<file path="config.mk">
export PLATFORM = sky130hd
export DESIGN_NAME = uart_tx_arbiter_flat
export DESIGN_NICKNAME = d
export VERILOG_FILES = /design/src/rtl/uart_tx_arbiter_if.sv /design/src/rtl/uart_tx_arbiter.sv /design/src/flat_wrapper.sv
export SDC_FILE = /design/constraint.sdc
export NUM_CORES = 1
export LEC_CHECK = 0
export CAP_MARGIN = 20
export CORE_ASPECT_RATIO = 1.2
export CORE_UTILIZATION = 38
export CTS_BUF_LIST = sky130_fd_sc_hd__clkbuf_8
export DETAILED_ROUTE_END_ITERATION = 6
export PLACE_DENSITY_LB_ADDON = 0.15
export SLEW_MARGIN = 25
export SYNTH_ARGS = -nofsm -noshare
export SYNTH_HDL_FRONTEND = slang
export SYNTH_SLANG_ARGS = --single-unit
</file>
<file path="constraint.sdc">
create_clock -name clk -period 2.3 [get_ports clk]
set_clock_uncertainty 0.1 [all_clocks]
set_input_delay 0.23 -clock clk [delete_from_list [all_inputs] [get_ports clk]]
set_output_delay 0.23 -clock clk [all_outputs]
set_load 0.005 [all_outputs]
</file>
<file path="src/rtl/uart_tx_arbiter_if.sv">
// rtl/uart_tx_arbiter_if.sv - requester and uart_tx side signals of the UART transmit arbiter
interface uart_tx_arbiter_if #(
  parameter int N_REQ  = 3,
  parameter int DATA_W = 8
);
  logic [N_REQ-1:0]        req_valid;
  logic [N_REQ*DATA_W-1:0] req_data;
  logic [N_REQ-1:0]        req_last;
  logic [N_REQ-1:0]        req_ack;
  logic [N_REQ-1:0]        grant;
  logic [DATA_W-1:0]       tx_data;
  logic                    tx_wr;
  logic                    tx_ready;

  modport slave (
    input  req_valid, req_data, req_last, tx_ready,
    output req_ack, grant, tx_data, tx_wr
  );

  modport master (
    output req_valid, req_data, req_last, tx_ready,
    input  req_ack, grant, tx_data, tx_wr
  );
endinterface

</file>
<file path="src/rtl/uart_tx_arbiter.sv">
// rtl/uart_tx_arbiter.sv - round-robin, message-granular sharing of one uart_tx among byte producers
module uart_tx_arbiter #(
  parameter int N_REQ       = 3,
  parameter int DATA_W      = 8,
  parameter int TIMEOUT_CYC = 1000000
) (
  input  logic             clk,
  input  logic             reset,
  uart_tx_arbiter_if.slave bus,
  output logic             busy,
  output logic             timeout_err
);
  localparam int IDX_W  = (N_REQ > 1) ? $clog2(N_REQ) : 1;
  localparam int WDOG_W = (TIMEOUT_CYC > 0) ? $clog2(TIMEOUT_CYC + 1) : 1;
  localparam logic [WDOG_W-1:0] WDOG_LAST = (TIMEOUT_CYC > 0) ? WDOG_W'(TIMEOUT_CYC - 1) : '0;
  localparam logic [IDX_W-1:0]  LAST_IDX  = IDX_W'(N_REQ - 1);
  localparam logic [N_REQ-1:0]  ONE_HOT0  = N_REQ'(1);

  localparam logic [2:0] S_IDLE  = 3'd0;
  localparam logic [2:0] S_GRANT = 3'd1;
  localparam logic [2:0] S_HOLD  = 3'd2;
  localparam logic [2:0] S_WAIT  = 3'd3;

  logic [2:0]        state_q, state_d;
  logic [N_REQ-1:0]  grant_q, grant_d, ack_q, ack_d;
  logic [IDX_W-1:0]  owner_q, owner_d, last_grant_q, last_grant_d;
  logic [DATA_W-1:0] data_q, data_d;
  logic              wr_q, wr_d, last_flag_q, last_flag_d, to_q, to_d;
  logic [WDOG_W-1:0] wdog_q, wdog_d;
  logic [IDX_W-1:0]  pick, cidx;
  logic              found;
  int                c;

  // Cyclic search starting just after the previous owner gives round-robin fairness.
  always_comb begin
    pick  = last_grant_q;
    found = 1'b0;
    c     = 0;
    cidx  = '0;
    for (int k = 1; k <= N_REQ; k++) begin
      c    = (int'(last_grant_q) + k) % N_REQ;
      cidx = IDX_W'(c);
      if (!found && bus.req_valid[cidx]) begin
        found = 1'b1;
        pick  = cidx;
      end
    end
  end

  always_comb begin
    state_d      = state_q;
    grant_d      = grant_q;
    owner_d      = owner_q;
    last_grant_d = last_grant_q;
    data_d       = data_q;
    last_flag_d  = last_flag_q;
    wdog_d       = wdog_q;
    ack_d        = '0;
    wr_d         = 1'b0;
    to_d         = 1'b0;
    case (state_q)
      S_IDLE: begin
        if (found) begin
          grant_d = ONE_HOT0 << pick;
          owner_d = pick;
          wdog_d  = '0;
          state_d = S_GRANT;
        end
      end
      S_GRANT: begin
        if (bus.req_valid[owner_q] && bus.tx_ready) begin
          data_d      = bus.req_data[owner_q*DATA_W +: DATA_W];
          wr_d        = 1'b1;
          ack_d       = grant_q;
          last_flag_d = bus.req_last[owner_q];
          wdog_d      = '0;
          state_d     = S_HOLD;
        end else if (!bus.req_valid[owner_q]) begin
          wdog_d = (wdog_q == '1) ? wdog_q : wdog_q + 1'b1;
          if (TIMEOUT_CYC != 0 && wdog_q == WDOG_LAST) begin
            to_d         = 1'b1;
            grant_d      = '0;
            last_grant_d = owner_q;
            state_d      = S_IDLE;
          end
        end
      end
      // uart_tx only drops ready a cycle after the strobe, so ready is not trusted here.
      S_HOLD: state_d = S_WAIT;
      S_WAIT: begin
        if (bus.tx_ready) begin
          if (last_flag_q) begin
            grant_d      = '0;
            last_grant_d = owner_q;
            state_d      = S_IDLE;
          end else begin
            wdog_d  = '0;
            state_d = S_GRANT;
          end
        end
      end
      default: begin
        state_d      = S_IDLE;
        grant_d      = '0;
        owner_d      = '0;
        last_grant_d = LAST_IDX;
        data_d       = '0;
        last_flag_d  = 1'b0;
        wdog_d       = '0;
      end
    endcase
  end

  always_ff @(posedge clk) begin
    if (reset) begin
      state_q      <= S_IDLE;
      grant_q      <= '0;
      ack_q        <= '0;
      owner_q      <= '0;
      last_grant_q <= LAST_IDX;
      data_q       <= '0;
      wr_q         <= 1'b0;
      last_flag_q  <= 1'b0;
      to_q         <= 1'b0;
      wdog_q       <= '0;
    end else begin
      state_q      <= state_d;
      grant_q      <= grant_d;
      ack_q        <= ack_d;
      owner_q      <= owner_d;
      last_grant_q <= last_grant_d;
      data_q       <= data_d;
      wr_q         <= wr_d;
      last_flag_q  <= last_flag_d;
      to_q         <= to_d;
      wdog_q       <= wdog_d;
    end
  end

  assign bus.req_ack = ack_q;
  assign bus.grant   = grant_q;
  assign bus.tx_data = data_q;
  assign bus.tx_wr   = wr_q;
  assign busy        = (state_q != S_IDLE);
  assign timeout_err = to_q;
endmodule
</file>
<file path="src/flat_wrapper.sv">
// flat-port wrapper written by rule: the top's interface ports become plain ports
module uart_tx_arbiter_flat 
#(
  parameter int N_REQ       = 3,
  parameter int DATA_W      = 8,
  parameter int TIMEOUT_CYC = 1000000
)
  (clk, reset, busy, timeout_err, bus_req_valid, bus_req_data, bus_req_last, bus_tx_ready, bus_req_ack, bus_grant, bus_tx_data, bus_tx_wr);
  uart_tx_arbiter_if #(.N_REQ(N_REQ), .DATA_W(DATA_W)) bus_i ();
  input  logic clk;
  input  logic reset;
  output logic busy;
  output logic timeout_err;
  input wire logic [$bits(bus_i.req_valid)-1:0] bus_req_valid;
  input wire logic [$bits(bus_i.req_data)-1:0] bus_req_data;
  input wire logic [$bits(bus_i.req_last)-1:0] bus_req_last;
  input wire logic [$bits(bus_i.tx_ready)-1:0] bus_tx_ready;
  output wire logic [$bits(bus_i.req_ack)-1:0] bus_req_ack;
  output wire logic [$bits(bus_i.grant)-1:0] bus_grant;
  output wire logic [$bits(bus_i.tx_data)-1:0] bus_tx_data;
  output wire logic [$bits(bus_i.tx_wr)-1:0] bus_tx_wr;
  assign bus_i.req_valid = bus_req_valid;
  assign bus_i.req_data = bus_req_data;
  assign bus_i.req_last = bus_req_last;
  assign bus_i.tx_ready = bus_tx_ready;
  assign bus_req_ack = bus_i.req_ack;
  assign bus_grant = bus_i.grant;
  assign bus_tx_data = bus_i.tx_data;
  assign bus_tx_wr = bus_i.tx_wr;
  uart_tx_arbiter #(.N_REQ(N_REQ), .DATA_W(DATA_W), .TIMEOUT_CYC(TIMEOUT_CYC)) u_core (.clk(clk), .reset(reset), .bus(bus_i), .busy(busy), .timeout_err(timeout_err));
endmodule
</file>
# ---- Word-level counts from Yosys, hierarchy flattened
# Cells that the tools add are included.
dict set report totals {
  ff_bits 44
  output_inout_bits 17
  wordCells 113
  inputBits 33
}
dict set report classes {
  shift 2
  n_eq_ne 16
  n_addsub 4
  n_reduce_logical 19
  order_cmp 4
  n_bitwise 6
  div_mod_pow 3
  n_mux 49
}
# operator count
set op_table {}
lappend op_table {{$mux W20} 6}
lappend op_table {{$mod A32 B3 Y32 const B} 3}
lappend op_table {{$pmux W20 S4} 1}
lappend op_table {{$eq A20 B20 Y1 const B} 2}
lappend op_table {{$mux W3} 9}
lappend op_table {{$pmux W3 S4} 2}
lappend op_table {{$shiftx A24 B6 Y8} 1}
lappend op_table {{$add A20 B1 Y20 const B} 1}
lappend op_table {{$mux W2} 9}
lappend op_table {{$pmux W8 S2} 1}
lappend op_table {{$lt A2 B3 Y1 const B} 4}
lappend op_table {{$mux W1} 12}
lappend op_table {{$reduce_and A6 Y1} 2}
lappend op_table {{$bmux W1 S2} 5}
lappend op_table {{$reduce_or A3 Y1} 3}
lappend op_table {{$mux W8} 1}
lappend op_table {{$ne A2 B1 Y1 const B} 4}
lappend op_table {{$ne A2 B2 Y1 const B} 4}
lappend op_table {{$reduce_and A7 Y1} 1}
lappend op_table {{$add A2 B2 Y3 const B} 2}
lappend op_table {{$eq A3 B2 Y1 const B} 2}
lappend op_table {{$not A1 Y1} 6}
lappend op_table {{$pmux W2 S3} 1}
lappend op_table {{$pmux W2 S2} 1}
lappend op_table {{other kinds (15)} 20}

# ---- Depth between registers and ports, before layout
# Gate-level depths: netlist of the first run.
dict set report logic_depth {
  word_depth 14
  depth_mapped 9
  depth_no_buf 8
}

# ---- Worst setup path after synthesis of the first run
# Ideal clock, no wire load.
dict set report synth_timing {
  kind {reg2reg}
  from {register u_core.last_grant_q[0]}
  to {register u_core.wdog_q[9]}
  setup_ns 0.075
  arrival_ns 1.912
  stages_incl_launch_ff 9
  n_path_buf 0
  t_required_ns 2.125
  period_less_slack_ns 2.087
  path_slack_ns 0.213
  path_cell_list {dfxtp_1 -> inv_1 -> ha_1 -> nand2b_1 -> and3_1 -> o211ai_2 -> nand2_1 -> or4_1 -> o22ai_1}
}
dict set report synth_between {
  elab_chain_len 13
  word_cells_on_any_way 21
  classes_between {add/sub: 3; div: 3; eq/ne: 1; mux: 9; reduce/logical: 5}
}
# element line
set synth_rtl {}
lappend synth_rtl {{from (decl)} uart_tx_arbiter.sv:26} ;# logic [IDX_W-1:0] owner_q, owner_d, last_grant_q, last_grant_d;
lappend synth_rtl {{from (signal assigned)} uart_tx_arbiter.sv:131} ;# last_grant_q <= last_grant_d;
lappend synth_rtl {{$add A2 B1 Y3} uart_tx_arbiter.sv:41} ;# c = (int'(last_grant_q) + k) % N_REQ;
lappend synth_rtl {{$mod A32 B3 Y32} uart_tx_arbiter.sv:41}
lappend synth_rtl {{$bmux W1 S2} uart_tx_arbiter.sv:43} ;# if (!found && bus.req_valid[cidx]) begin
lappend synth_rtl {{$mux W1 (implied by the code)} uart_tx_arbiter.sv:43}
lappend synth_rtl {{$mux W1} uart_tx_arbiter.sv:43}
lappend synth_rtl {{$logic_not A1 Y1} uart_tx_arbiter.sv:43}
lappend synth_rtl {{$logic_and A1 B1 Y1} uart_tx_arbiter.sv:43}
lappend synth_rtl {{$mux W1} uart_tx_arbiter.sv:43}
lappend synth_rtl {{$logic_not A1 Y1} uart_tx_arbiter.sv:43}
lappend synth_rtl {{$logic_and A1 B1 Y1} uart_tx_arbiter.sv:43}
lappend synth_rtl {{$mux W1 *} uart_tx_arbiter.sv:43}
lappend synth_rtl {{$ne A2 B1 Y1 (no source line) *} n/a}
lappend synth_rtl {{$reduce_and A6 Y1 (no source line) *} n/a}
lappend synth_rtl {{to (signal assigned)} uart_tx_arbiter.sv:136} ;# wdog_q <= wdog_d;
lappend synth_rtl {{to (decl)} uart_tx_arbiter.sv:29} ;# logic [WDOG_W-1:0] wdog_q, wdog_d;
# Every way passes the cells marked *; elsewhere a longest branch is shown, timed or not. The select of a mux whose other input is x is not followed.
# A chain may end at the register's enable or synchronous reset.

# ---- Worst setup path in the final report of the first run
dict set report layout_timing {
  from {register u_core.last_grant_q[1]}
  to {register u_core.wdog_q[9]}
}
# The elaborated chain is that of the path after synthesis.

==> impl_metrics.py, run 1 <==
metrics = {
    "timing": {
        "slew-limit-headroom_pct": 62.9,
        "tightestPinTransition_ps": 556,
        "rsz0062_at_grt": "false",
        "finalCritPeriodShare_pct": 93.4,
        "min_period_ps": 2150,
        "tns_ps": 0,
        "slew_viol_final": 0,
        "setup_viol": 0,
        "hold_viol": 0,
        "max_freq_mhz": 466,
    },
    "final_layout": {
        "layout_commonest_cell": "clkdlybuf4s50_1",
        "final_cell_mix": "clkdlybuf4s50_1 (49), dfxtp_1 (41), nor2_1 (37)",
        "layout-drive-gt1-share_pct": 12.4,
        "utilization_pct": 50.8,
        "n_fill_cell": 642,
        "nets": 409,
        "n_antenna_cell": 0,
        "syn_to_final_growth_pct": 29.2,
        "finalInstanceArea_sq_um": 3270,
    },
    "routing": {
        "drtAntennaViolNets": 0,
        "wl_per_cell_um": 13.4,
        "wl_um": 6090,
        "dr_total_vias": 2446,
        "post_drt_via_cell_ratio": 5.36,
        "first_iter_violations": 106,
        "drt-pass1-iter-count": 4,
        "route.detailed.drc": 0,
    },
    "cts": {
        "htreeDepth": 2,
        "clk_latency_ps": 290,
        "cts-hold-fix-buffers": 0,
        "numClockSinks": 43,
        "cts_buffer_depth": 2,
        "cts_tree": "built",
        "numCtsBuffers": 5,
        "clk_pin_slew_ps": 80,
        "cts-root-buf": "clkbuf_8",
    },
    "global_route": {
        "grt_pass1_wl_um": 10500,
        "grt_max_degree": 21,
        "grt_overflow": 0,
        "antenna_found_initial": 0,
        "grt_pass1_vias": 2292,
        "grt.total_usage_pct": 18.1,
    },
    "floorplan": {
        "rows": 32,
        "core-area_sq_um": 6450,
        "die_w_um": 76.5,
        "io_pins": 50,
        "fp.dieArea_sq_um": 7000,
        "die_h_um": 91.4,
        "start_util_pct": 39.3,
    },
    "logic_synthesis": {
        "synth_seq_cells": 43,
        "synth_cell_types": 58,
        "syn_nets": 350,
        "yosysSeqAreaShare_pct": 34.0,
        "ys.flop_type": "dfxtp_1",
        "synth_async_sr_flop_share_pct": 0,
        "syn_area_per_cell_sq_um": 8.12,
        "synth_top_area_share_pct": 34.0,
        "yosysTopAreaCell": "dfxtp_1",
        "synth_edf_count": 0,
        "synthTopCellsByArea": "dfxtp_1 (34%), a21oi_1 (5.9%), nor2_1 (5.5%), mux2i_1 (5.1%), nand2_1 (4.3%)",
        "syn_inst": 312,
        "synth_area_sq_um": 2530,
        "synth.yosys.warnings": 0,
    },
    "pwr": {
        "irDropWorstVdd_v": 0.000259,
        "cellLeakagePower_uw": 0.00118,
        "powerDensity_nw_per_um2": 493,
        "power_uw": 1610,
    },
    "place": {
        "place_congestion": 0.824,
        "port_buffers": 49,
        "place_area_sq_um": 3170,
        "hpwl_um": 4620,
    },
    "flow_run": {
        "maxCapViolCount": 0,
    },
    "critical_path": {
        "cp_num_buf_inv": 1,
        "critPathKind": "reg2reg",
        "cp-end-kind": "flip-flop",
        "cp_cell_sequence": "inv_1 > ha_2 > nand2b_1 > and3_1 > o211ai_2 > nand2_1 > or4_1 > o22ai_1",
        "cpPeakStageDelay_ps": 500,
        "worstPathArrival_ps": 2260,
        "path_max_fanout": 6,
        "crit_family": "simple AND/OR/NAND/NOR gates",
        "start_kind": "flip-flop",
        "critPathSlowestCell": "or4_1",
        "required_ps": 2410,
    },
    "outcome": {
        "outcome": "complete, no violations",
    },
    "hold_path": {
        "hold_path.class": "reg2reg",
    },
}
[final timing paths]
path	from	endpoint	depth (start not counted)	slack [ps]
hold reg to reg	u_core.bus.grant[0]	u_core.bus.req_ack[0]	1	400
setup reg to reg	u_core.last_grant_q[1]	u_core.wdog_q[9]	8	150
hold / removal	u_core.bus.grant[0]	u_core.bus.req_ack[0]	1	400
setup / recovery	u_core.last_grant_q[1]	u_core.wdog_q[9]	8	150
[stage by stage]
| step | std cells | setup slack, ps | hold WS, ps |
|---|---|---|---|
| finish | 456 | 152 | 395 |
| floorplan | 312 | 213 | 352 |
| CTS | 455 | 58.2 | 395 |
| global route | 456 | 11.0 | 414 |
| global placement | 448 | 30.3 | 381 |
| detailed placement | 448 | 16.7 | 378 |
[final cells by class]
type	count	area (sq um)	share of cell area (%)
Multi-Input combinational cell	243	1530	46.8
Clock buffer	6	82.6	2.52
Timing Repair Buffer	71	656	20.0
Tap cell	85	106	3.25
Inverter	7	26.3	0.803
Sequential cell	43	863	26.4
Clock inverter	1	5.00	0.153
[flip-flops by register name, indices dropped and copies added (netlist names)]
| name | cells |
|---|---|
| u_core.bus.grant | 3 |
| u_core.bus.req_ack | 3 |
| u_core.bus.tx_data | 8 |
| u_core.bus.tx_wr | 1 |
| u_core.last_flag_q | 1 |
| u_core.last_grant_q | 2 |
| u_core.owner_q | 2 |
| u_core.state_q | 2 |
| u_core.timeout_err | 1 |
| u_core.wdog_q | 20 |
[layer usage]
metal  vias to the layer above  global-route usage (%)  wire length (um)
li1                       1260                       -                 -
met1                      1125                    21.9              2680
met2                        56                    32.2              3070
met3                         5                    3.62               283
met4                         0                    5.13                58
met5                         -                       0                 0
[cells in the mapped netlist, types with 2 or more instances]
cell and count:
or4_1 2, and2_1 5, a31oi_1 2, dfxtp_1 43
o21a_1 2, a211oi_1 9, o21ai_0 11, clkbuf_1 7
a2bb2oi_1 3, nand2b_1 13, nor2_1 37, a32o_1 2
nand2_1 29, nor4_1 2, o211a_1 2, inv_1 7
nor2b_1 4, a311oi_1 10, nand4b_1 2, o22ai_1 2
buf_6 5, a21oi_1 30, buf_1 2, nand3b_1 3
ha_1 5, nand4_1 6, nor3_1 6, nand3_1 12
and4_1 2, buf_2 3, a41oi_1 3, and3_1 3
mux2i_1 13
[what timing repair did]
action	in CTS	in global routing
hold endpoints to repair	0	0
resized for setup	0	4
setup buffers	0	1
endpoints found under the setup margin	0	10
[power breakdown]
group / switching, uW / leakage [uW] / internal (uW)
sequential: 17.5 / 0.000349 / 766
combinational: 164 / 0.000781 / 175
clock: 254 / 0.0000470 / 236
total: 435 / 0.00118 / 1180
[cell families (layout without fill, tap and decap cells)]
kind of cell / after synthesis / count (layout) / synth area share, %
simple gates: 135 / 135 / 27.7
compound gates: 89 / 89 / 24.5
flops: 43 / 43 / 34.0
buf+inv: 26 / 85 / 5.68
mux: 14 / 14 / 5.68
fa+ha+maj: 5 / 5 / 2.47
Power figures use the tool's default switching activity.
==> run 2, diff against run 1 <==
--- a/config.mk
+++ b/config.mk
@@ -11,6 +11,7 @@
 export CTS_BUF_LIST = sky130_fd_sc_hd__clkbuf_8
 export DETAILED_ROUTE_END_ITERATION = 6
 export PLACE_DENSITY_LB_ADDON = 0.15
+export SETUP_SLACK_MARGIN = 0.5
 export SLEW_MARGIN = 25
 export SYNTH_ARGS = -nofsm -noshare
 export SYNTH_HDL_FRONTEND = slang
==> impl_metrics.py, run 2 (synthesis results as in run 1) <==
metrics = {
    "routing": {
        "first_iter_violations": 118,
        "wl_um": 6970,
        "drtAntennaViolNets": 0,
        "dr_total_vias": 2579,
        "post_drt_via_cell_ratio": 5.50,
        "route.detailed.drc": 0,
        "wl_per_cell_um": 14.9,
        "drt-pass1-iter-count": 4,
    },
    "cts": {
        "cts-root-buf": "clkbuf_8",
        "cts_buffer_depth": 2,
        "clk_latency_ps": 300,
        "numClockSinks": 43,
        "clk_pin_slew_ps": 90,
        "htreeDepth": 2,
        "numCtsBuffers": 5,
        "cts_tree": "built",
    },
    "floorplan": {
        "fp.dieArea_sq_um": 7000,
        "die_h_um": 91.4,
        "io_pins": 50,
        "rows": 32,
        "die_w_um": 76.5,
        "core-area_sq_um": 6450,
        "start_util_pct": 39.3,
    },
    "global_route": {
        "antenna_found_initial": 0,
        "grt_max_degree": 19,
        "grt.total_usage_pct": 20.0,
        "grt_pass1_wl_um": 11300,
        "grt_pass1_vias": 2361,
        "grt_overflow": 0,
    },
    "hold_path": {
        "hold_path.class": "reg2reg",
        "min_from": "u_core.owner_q[1]",
    },
    "timing": {
        "tns_ps": 0,
        "slew_viol_final": 0,
        "rsz0062_at_grt": "true",
        "slew-limit-headroom_pct": 66.8,
        "setup_viol": 0,
        "max_freq_mhz": 485,
        "finalCritPeriodShare_pct": 89.7,
        "min_period_ps": 2060,
        "hold_viol": 0,
        "tightestPinTransition_ps": 497,
    },
    "final_layout": {
        "syn_to_final_growth_pct": 44.9,
        "nets": 421,
        "n_fill_cell": 599,
        "layout_commonest_cell": "clkdlybuf4s50_1",
        "layout-drive-gt1-share_pct": 26.6,
        "top_register": "u_core.wdog_q",
        "n_antenna_cell": 0,
        "largest_register_ffs": 20,
        "final_cell_mix": "clkdlybuf4s50_1 (47), nor2_1 (35), dfxtp_1 (32)",
    },
    "critical_path": {
        "worstPathArrival_ps": 2190,
        "cp-end-kind": "flip-flop",
        "reg2reg_from": "u_core.last_grant_q[1]",
        "critPathKind": "reg2reg",
        "required_ps": 2430,
        "start_kind": "flip-flop",
        "cp-startpoint": "u_core.last_grant_q[1]",
        "path_max_fanout": 6,
    },
    "pwr": {
        "net-switching-power_uw": 488,
        "combPwrFrac_pct": 24.3,
        "powerDensity_nw_per_um2": 456,
        "pwr-share-clk_pct": 28.7,
        "internal-power_uw": 1180,
        "irDropWorstVdd_v": 0.000233,
        "p_seq_share_pct": 47.0,
        "switching_share_pct": 29.2,
        "cellLeakagePower_uw": 0.00132,
        "power_uw": 1670,
    },
    "outcome": {
        "outcome": "complete, no violations",
    },
    "place": {
        "place_congestion": 0.863,
        "hpwl_um": 4640,
        "port_buffers": 49,
    },
    "flow_run": {
        "maxCapViolCount": 0,
    },
}
run 2: through the flow:
stage / area [sq um] / util (%) / hold slack [ps] / instances / setup slack, ps
floorplan: 2650 / - / 352 / 312 / 394
global placement: 3270 / 50.7 / 373 / 444 / 68.7
detailed placement: 3270 / 50.7 / 386 / 444 / 3.05
CTS: 3540 / 54.9 / 406 / 464 / 271
global route: 3670 / 56.9 / 410 / 469 / 171
finish: 3670 / 56.9 / 399 / 469 / 237
run 2: routing by layer:
layer | up-vias | global-route usage [%] | part of all wire (%)
met5 | - | 0 | 0
met4 | 0 | 5.77 | 1.2
met3 | 9 | 4.12 | 4.2
met2 | 67 | 34.7 | 50
met1 | 1206 | 24.8 | 44
li1 | 1297 | - | -
run 2: final timing paths:
path,endpoint,slack (ps),cells after the start
worst max-delay path,u_core.owner_q[1],240,7
worst min-delay path,u_core.owner_q[1],400,2
worst max register to register,u_core.owner_q[1],240,7
worst min register to register,u_core.owner_q[1],400,2
run 2: power groups by stage:
stage | registers [uW] | clock network [uW] | logic [uW]
after floorplan | 797 | 0 | 207
after global placement | 802 | 0 | 346
after detailed placement | 803 | 0 | 349
after CTS | 788 | 494 | 383
after global routing | 790 | 527 | 443
final | 786 | 480 | 405
run 2: critical path, cell delays in order (launching register included):
cell	delay, ps
dfxtp_4	380
buf_4	140
ha_4	300
o32ai_1	90
o21ai_0	360
mux2i_2	150
or3_1	330
a21oi_1	140
run 2: final cells by class:
cell class / instances / area [sq um] / area share [%]
Sequential cell: 43 / 887 / 24.2
Inverter: 7 / 31.3 / 0.852
Timing Repair Buffer: 81 / 768 / 20.9
Multi-Input combinational cell: 245 / 1790 / 48.9
Clock buffer: 5 / 68.8 / 1.88
Clock inverter: 3 / 15.0 / 0.409
Tap cell: 85 / 106 / 2.90
run 2: what timing repair did:
action,4_1_cts,5_1_grt
setup buffers,10,5
hold buffers,0,0
endpoints found under the setup margin,38,35
gates cloned,2,0
pin swaps,9,6
gates resized for setup,24,25
==> run 3, diff against run 2 <==
--- a/config.mk
+++ b/config.mk
@@ -5,7 +5,6 @@
 export SDC_FILE = /design/constraint.sdc
 export NUM_CORES = 1
 export LEC_CHECK = 0
-export CAP_MARGIN = 20
 export CORE_ASPECT_RATIO = 1.2
 export CORE_UTILIZATION = 38
 export CTS_BUF_LIST = sky130_fd_sc_hd__clkbuf_8
==> results of run 3 <==
Final layout, timing and power as in run 2 (identical DEF).
